**config.mk**
```make
export PLATFORM = sky130hd
export DESIGN_NAME = contador_modn
export DESIGN_NICKNAME = d
export VERILOG_FILES = /design/src/rtl/contador_modn.sv
export SDC_FILE = /design/constraint.sdc
export NUM_CORES = 1
export LEC_CHECK = 0
export CAP_MARGIN = 15
export CORE_AREA = 5 5 42 44
export DETAILED_ROUTE_END_ITERATION = 16
export DIE_AREA = 0 0 47 49
export PLACE_DENSITY = 0.65
export REMOVE_ABC_BUFFERS = 1
export SLEW_MARGIN = 40
export SYNTH_ARGS = -nofsm -noshare
export SYNTH_HDL_FRONTEND = slang
export SYNTH_SLANG_ARGS = --single-unit
```
**constraint.sdc**
```tcl
create_clock -name clk -period 2.7 [get_ports clk]
set_input_delay 0.54 -clock clk [delete_from_list [all_inputs] [get_ports clk]]
set_output_delay 0.54 -clock clk [all_outputs]
set_load 0.05 [all_outputs]
```
**src/rtl/contador_modn.sv**
```systemverilog
// contador_modn: modulo-N up/down counter with synchronous load, wrap or
// one-shot operation, cascade terminal count, zero flag and a one-cycle
// out-of-range load indication. Asynchronous active-low clear.
module contador_modn #(
  parameter int WIDTH   = 4,  // counter register width in bits
  parameter int MODULUS = 6   // count range is 0 .. MODULUS-1
) (
  input  logic             clk,
  input  logic             clrn,
  input  logic [WIDTH-1:0] data,
  input  logic             loadn,
  input  logic             en,
  input  logic             dir,
  input  logic             oneshot,
  output logic [WIDTH-1:0] count,
  output logic             tc,
  output logic             zero,
  output logic             done,
  output logic             load_err
);

  // Reject parameter sets where the range cannot be held in the register
  // or where there is nothing to count.
  generate
    if (MODULUS < 2 || MODULUS > (1 << WIDTH)) begin : g_bad_params
      $error("contador_modn: MODULUS must satisfy 2 <= MODULUS <= 2**WIDTH");
    end
  endgenerate

  // Highest legal count, also the up-count terminal value.
  localparam logic [WIDTH-1:0] MAX_VAL = WIDTH'(MODULUS - 1);
  // MODULUS widened by one bit so MODULUS == 2**WIDTH still compares correctly.
  localparam logic [WIDTH:0]   MOD_EXT = (WIDTH + 1)'(MODULUS);

  typedef enum logic {
    RUN  = 1'b0,
    DONE = 1'b1
  } state_t;

  state_t           state_reg, state_next;
  logic [WIDTH-1:0] count_reg, count_next;
  logic             load_err_reg, load_err_next;

  logic [WIDTH-1:0] term_val;
  logic             at_term;
  logic             load_in_range;

  // Terminal value follows dir in the same cycle: 0 going down, MAX going up.
  assign term_val      = dir ? MAX_VAL : '0;
  assign at_term       = (count_reg == term_val);
  assign load_in_range = ({1'b0, data} < MOD_EXT);

  // State, count and error pulse registers; clrn clears them without a clock.
  always_ff @(posedge clk or negedge clrn) begin
    if (!clrn) begin
      state_reg    <= RUN;
      count_reg    <= '0;
      load_err_reg <= 1'b0;
    end else begin
      state_reg    <= state_next;
      count_reg    <= count_next;
      load_err_reg <= load_err_next;
    end
  end

  // Next-state logic: load beats count, count beats hold; DONE only leaves on load.
  always_comb begin
    state_next    = state_reg;
    count_next    = count_reg;
    load_err_next = 1'b0;

    if (!loadn) begin
      // Out-of-range data is clamped to the top of the range and flagged.
      count_next    = load_in_range ? data : MAX_VAL;
      load_err_next = ~load_in_range;
      state_next    = RUN;
    end else if (en && (state_reg == RUN)) begin
      if (!at_term) begin
        count_next = dir ? (count_reg + WIDTH'(1)) : (count_reg - WIDTH'(1));
      end else if (!oneshot) begin
        // Explicit wrap so a non-power-of-two modulus never overflows naturally.
        count_next = dir ? '0 : MAX_VAL;
      end else begin
        // One-shot expiry: count stays on the terminal value.
        state_next = DONE;
      end
    end
  end

  assign count    = count_reg;
  assign done     = (state_reg == DONE);
  assign load_err = load_err_reg;
  // Cascade enable: only while running, so an expired one-shot stops the chain.
  assign tc       = en & at_term & ~done;
  assign zero     = (count_reg == '0);

endmodule
```
==> impl_metrics.csv <==
group,metric,value,unit
routing,drc_errors,0,
global_route,first_global_vias,456,
critical_path,ff2ff_setup_slack,0.80,ns
global_route,grt_pass1_wl,2.02,mm
synthesis,synth_seq_area_share,0.331,
synthesis,syn-cell-area,453,sq um
critical_path,start_kind,"input port",
cells_and_area,layout-drive-gt1-share,0.159,
critical_path,r2r_start,"count[0]$_DFFE_PN0P_",
cells_and_area,fin_nets,84,
cells_and_area,layout_common_cells,"clkdlybuf4s50_1, dfrtp_1, nor2_1",
routing,drtIter0Drc,5,
power_and_ir_drop,p_per_area,679,mW/mm^2
routing,viasPerCell,5.19,
floorplan,pin_count,18,
placed_design,gp_congestion,0.785,
outcome,status,"completed",
global_route,grt_overflow,0,
synthesis,synthXorXnorAreaFrac,0.0387,
critical_path,crit_path_end_kind,"primary output",
synthesis,synth_top_family_by_area,"simple AND/OR/NAND/NOR gates",
clock_tree,cts_buffer_depth,2,
synthesis,synth-seq-cells,6,
critical_path,cp_max_fo,4,
clock_tree,htreeDepth,1,
clock_tree,cts_sinks,6,
critical_path,crit_start,"dir",
routing,detailroute.via_count,441,
hold_path,holdCritPathClass,"input port to asynchronous set/reset pin",
placed_design,dp_hpwl,961,um
floorplan,fp.dieArea,0.00230,sq mm
cells_and_area,final_common_cell,"clkdlybuf4s50_1",
clock_tree,cts_tree,"yes",
synthesis,synth-compound-area-share,0.196,
global_route,antenna_found_initial,0,
power_and_ir_drop,finalPower,0.463,mW
synthesis,synth_cells,49,
floorplan,die_w,47,um
synthesis,yosysWarningCount,0,
floorplan,start_util,0.323,
synthesis,synth_top_area_share,0.331,
clock_tree,cts.clk_slew.worst_paths,0.04,ns
cells_and_area,syn_to_final_growth,50.6,%
sta,fin_setup_tns,0,ns
sta,fin_crit,2.47,ns
global_route,grt_usage,0.119,
critical_path,worstPathArrival,1.93,ns
sta,final.setup_skew,0.000248,ns
sta,setup-violations-final,0,
routing,ant_nets,0,
synthesis,yosysTopAreaCell,"dfrtp_1",
sta,rsz0062_at_grt,"no",
critical_path,critPathKind,"input port to primary output",
power_and_ir_drop,vdd_drop_max,0.000398,V
clock_tree,ctsResizeCount,0,
cells_and_area,diodes,0,
critical_path,required,2.16,ns
clock_tree,cts_made_buffers,3,
critical_path,r2r_cells,6,
sta,post-route-period-util,0.914,
run,cap_violations,0,
placed_design,io_buffers,17,
clock_tree,insertion_delay,0.24,ns
critical_path,r2r_end,"count[2]$_DFFE_PN0P_",
synthesis,synth_area_leaders,"dfrtp_1, ha_1, fa_1, nor2_1, xnor2_1",
synthesis,synthAdderAreaFrac,0.0994,
floorplan,core-area,0.00140,sq mm
routing,wirelength,1.13,mm
power_and_ir_drop,power.leakage,0.277,nW
critical_path,cp-endpoint,"tc",
synthesis,yosysUniqueCellTypes,30,
routing,post_drt_wl_per_cell,13.3,um
clock_tree,cts_hold_buf,0,
synthesis,synth-simple-area-share,0.268,
sta,hold_viol,0,
routing,firstDrtPassIters,4,
sta,drv_slew,0,
floorplan,row_count,14,
sta,max_freq,405,MHz
sta,relSlewSlack,0.661,
sta,whs,0.536,ns
clock_tree,cts_setup_buffers,0,
global_route,grt_start_max_net_pins,11,
synthesis,avgSynthCellArea,9.24,sq um
sta,worst_pin_slew,0.507,ns
floorplan,fp.dieH,49,um
synthesis,synthMuxAreaShare,0.0221,
cells_and_area,largest_reg_flops,4,
clock_tree,cts-root-buf,"clkbuf_4",
cells_and_area,fin_util,0.487,
## Yosys cell counts (all sizes together)
library cell,instances
dfrtp,6
nor2,5
a21oi,4
inv,3
nand2,3
a31oi,2
ha,2
nand3,2
nor3,2
xnor2,2
a211oi,1
a22o,1
a22oi,1
a41oi,1
and3,1
buf,1
clkbuf,1
fa,1
mux2i,1
nand2b,1
nand3b,1
nor2b,1
nor3b,1
nor4,1
nor4b,1
o21ai,1
o31ai,1
or4,1
## area by class of cell
cell class / count / area (sq um)
clock buffers: 3 / 22.5
repair buffers: 19 / 195
fillers: 146 / 719
flip-flops and latches: 6 / 150
inverters: 3 / 11.3
multi-input cells: 38 / 283
well taps: 16 / 20.0
## critical path: stages
cell             delay (ns)
clkdlybuf4s50_1        0.44
buf_4                  0.17
xnor2_1                0.25
nand3_1                0.15
nor2_1                 0.21
buf_12                 0.17
## routing by layer
layer / global-route usage / vias to the layer above / part of all wire
li1: - / 219 / -
met1: 0.155 / 204 / 0.44
met2: 0.174 / 16 / 0.48
met3: 0.0369 / 2 / 0.071
met4: 0.0553 / 0 / 0.015
met5: 0 / - / 0
## cells by family after synthesis
logic type / count (synthesis)
compound gates: 12
flops: 6
xor+xnor: 2
simple gates: 20
mux: 1
fa+ha+maj: 3
buf+inv: 5
## through the flow
step	instances	instance area, sq um	setup WS [ns]
final	85	682	0.232
after detailed placement	82	659	0.211
after floorplan	47	444	-0.0788
after global placement	82	659	0.219
after global routing	85	682	0.0949
after CTS	85	682	0.215
## report_power, final
part           internal [mW]  switching [mW]
Sequential             0.105          0.0241
Clock                 0.0501          0.0295
Combinational          0.105           0.150
Total                  0.260           0.203
## worst min path at each step
stage	start	to
3_3_place_gp	done$_DFFE_PN0P_	done$_DFFE_PN0P_
2_1_floorplan	clrn	count[0]$_DFFE_PN0P_
6_report	clrn	done$_DFFE_PN0P_
4_1_cts	clrn	count[0]$_DFFE_PN0P_
5_1_grt	clrn	done$_DFFE_PN0P_
3_5_place_dp	done$_DFFE_PN0P_	done$_DFFE_PN0P_
Note: power is estimated with default switching activity, not from simulation.
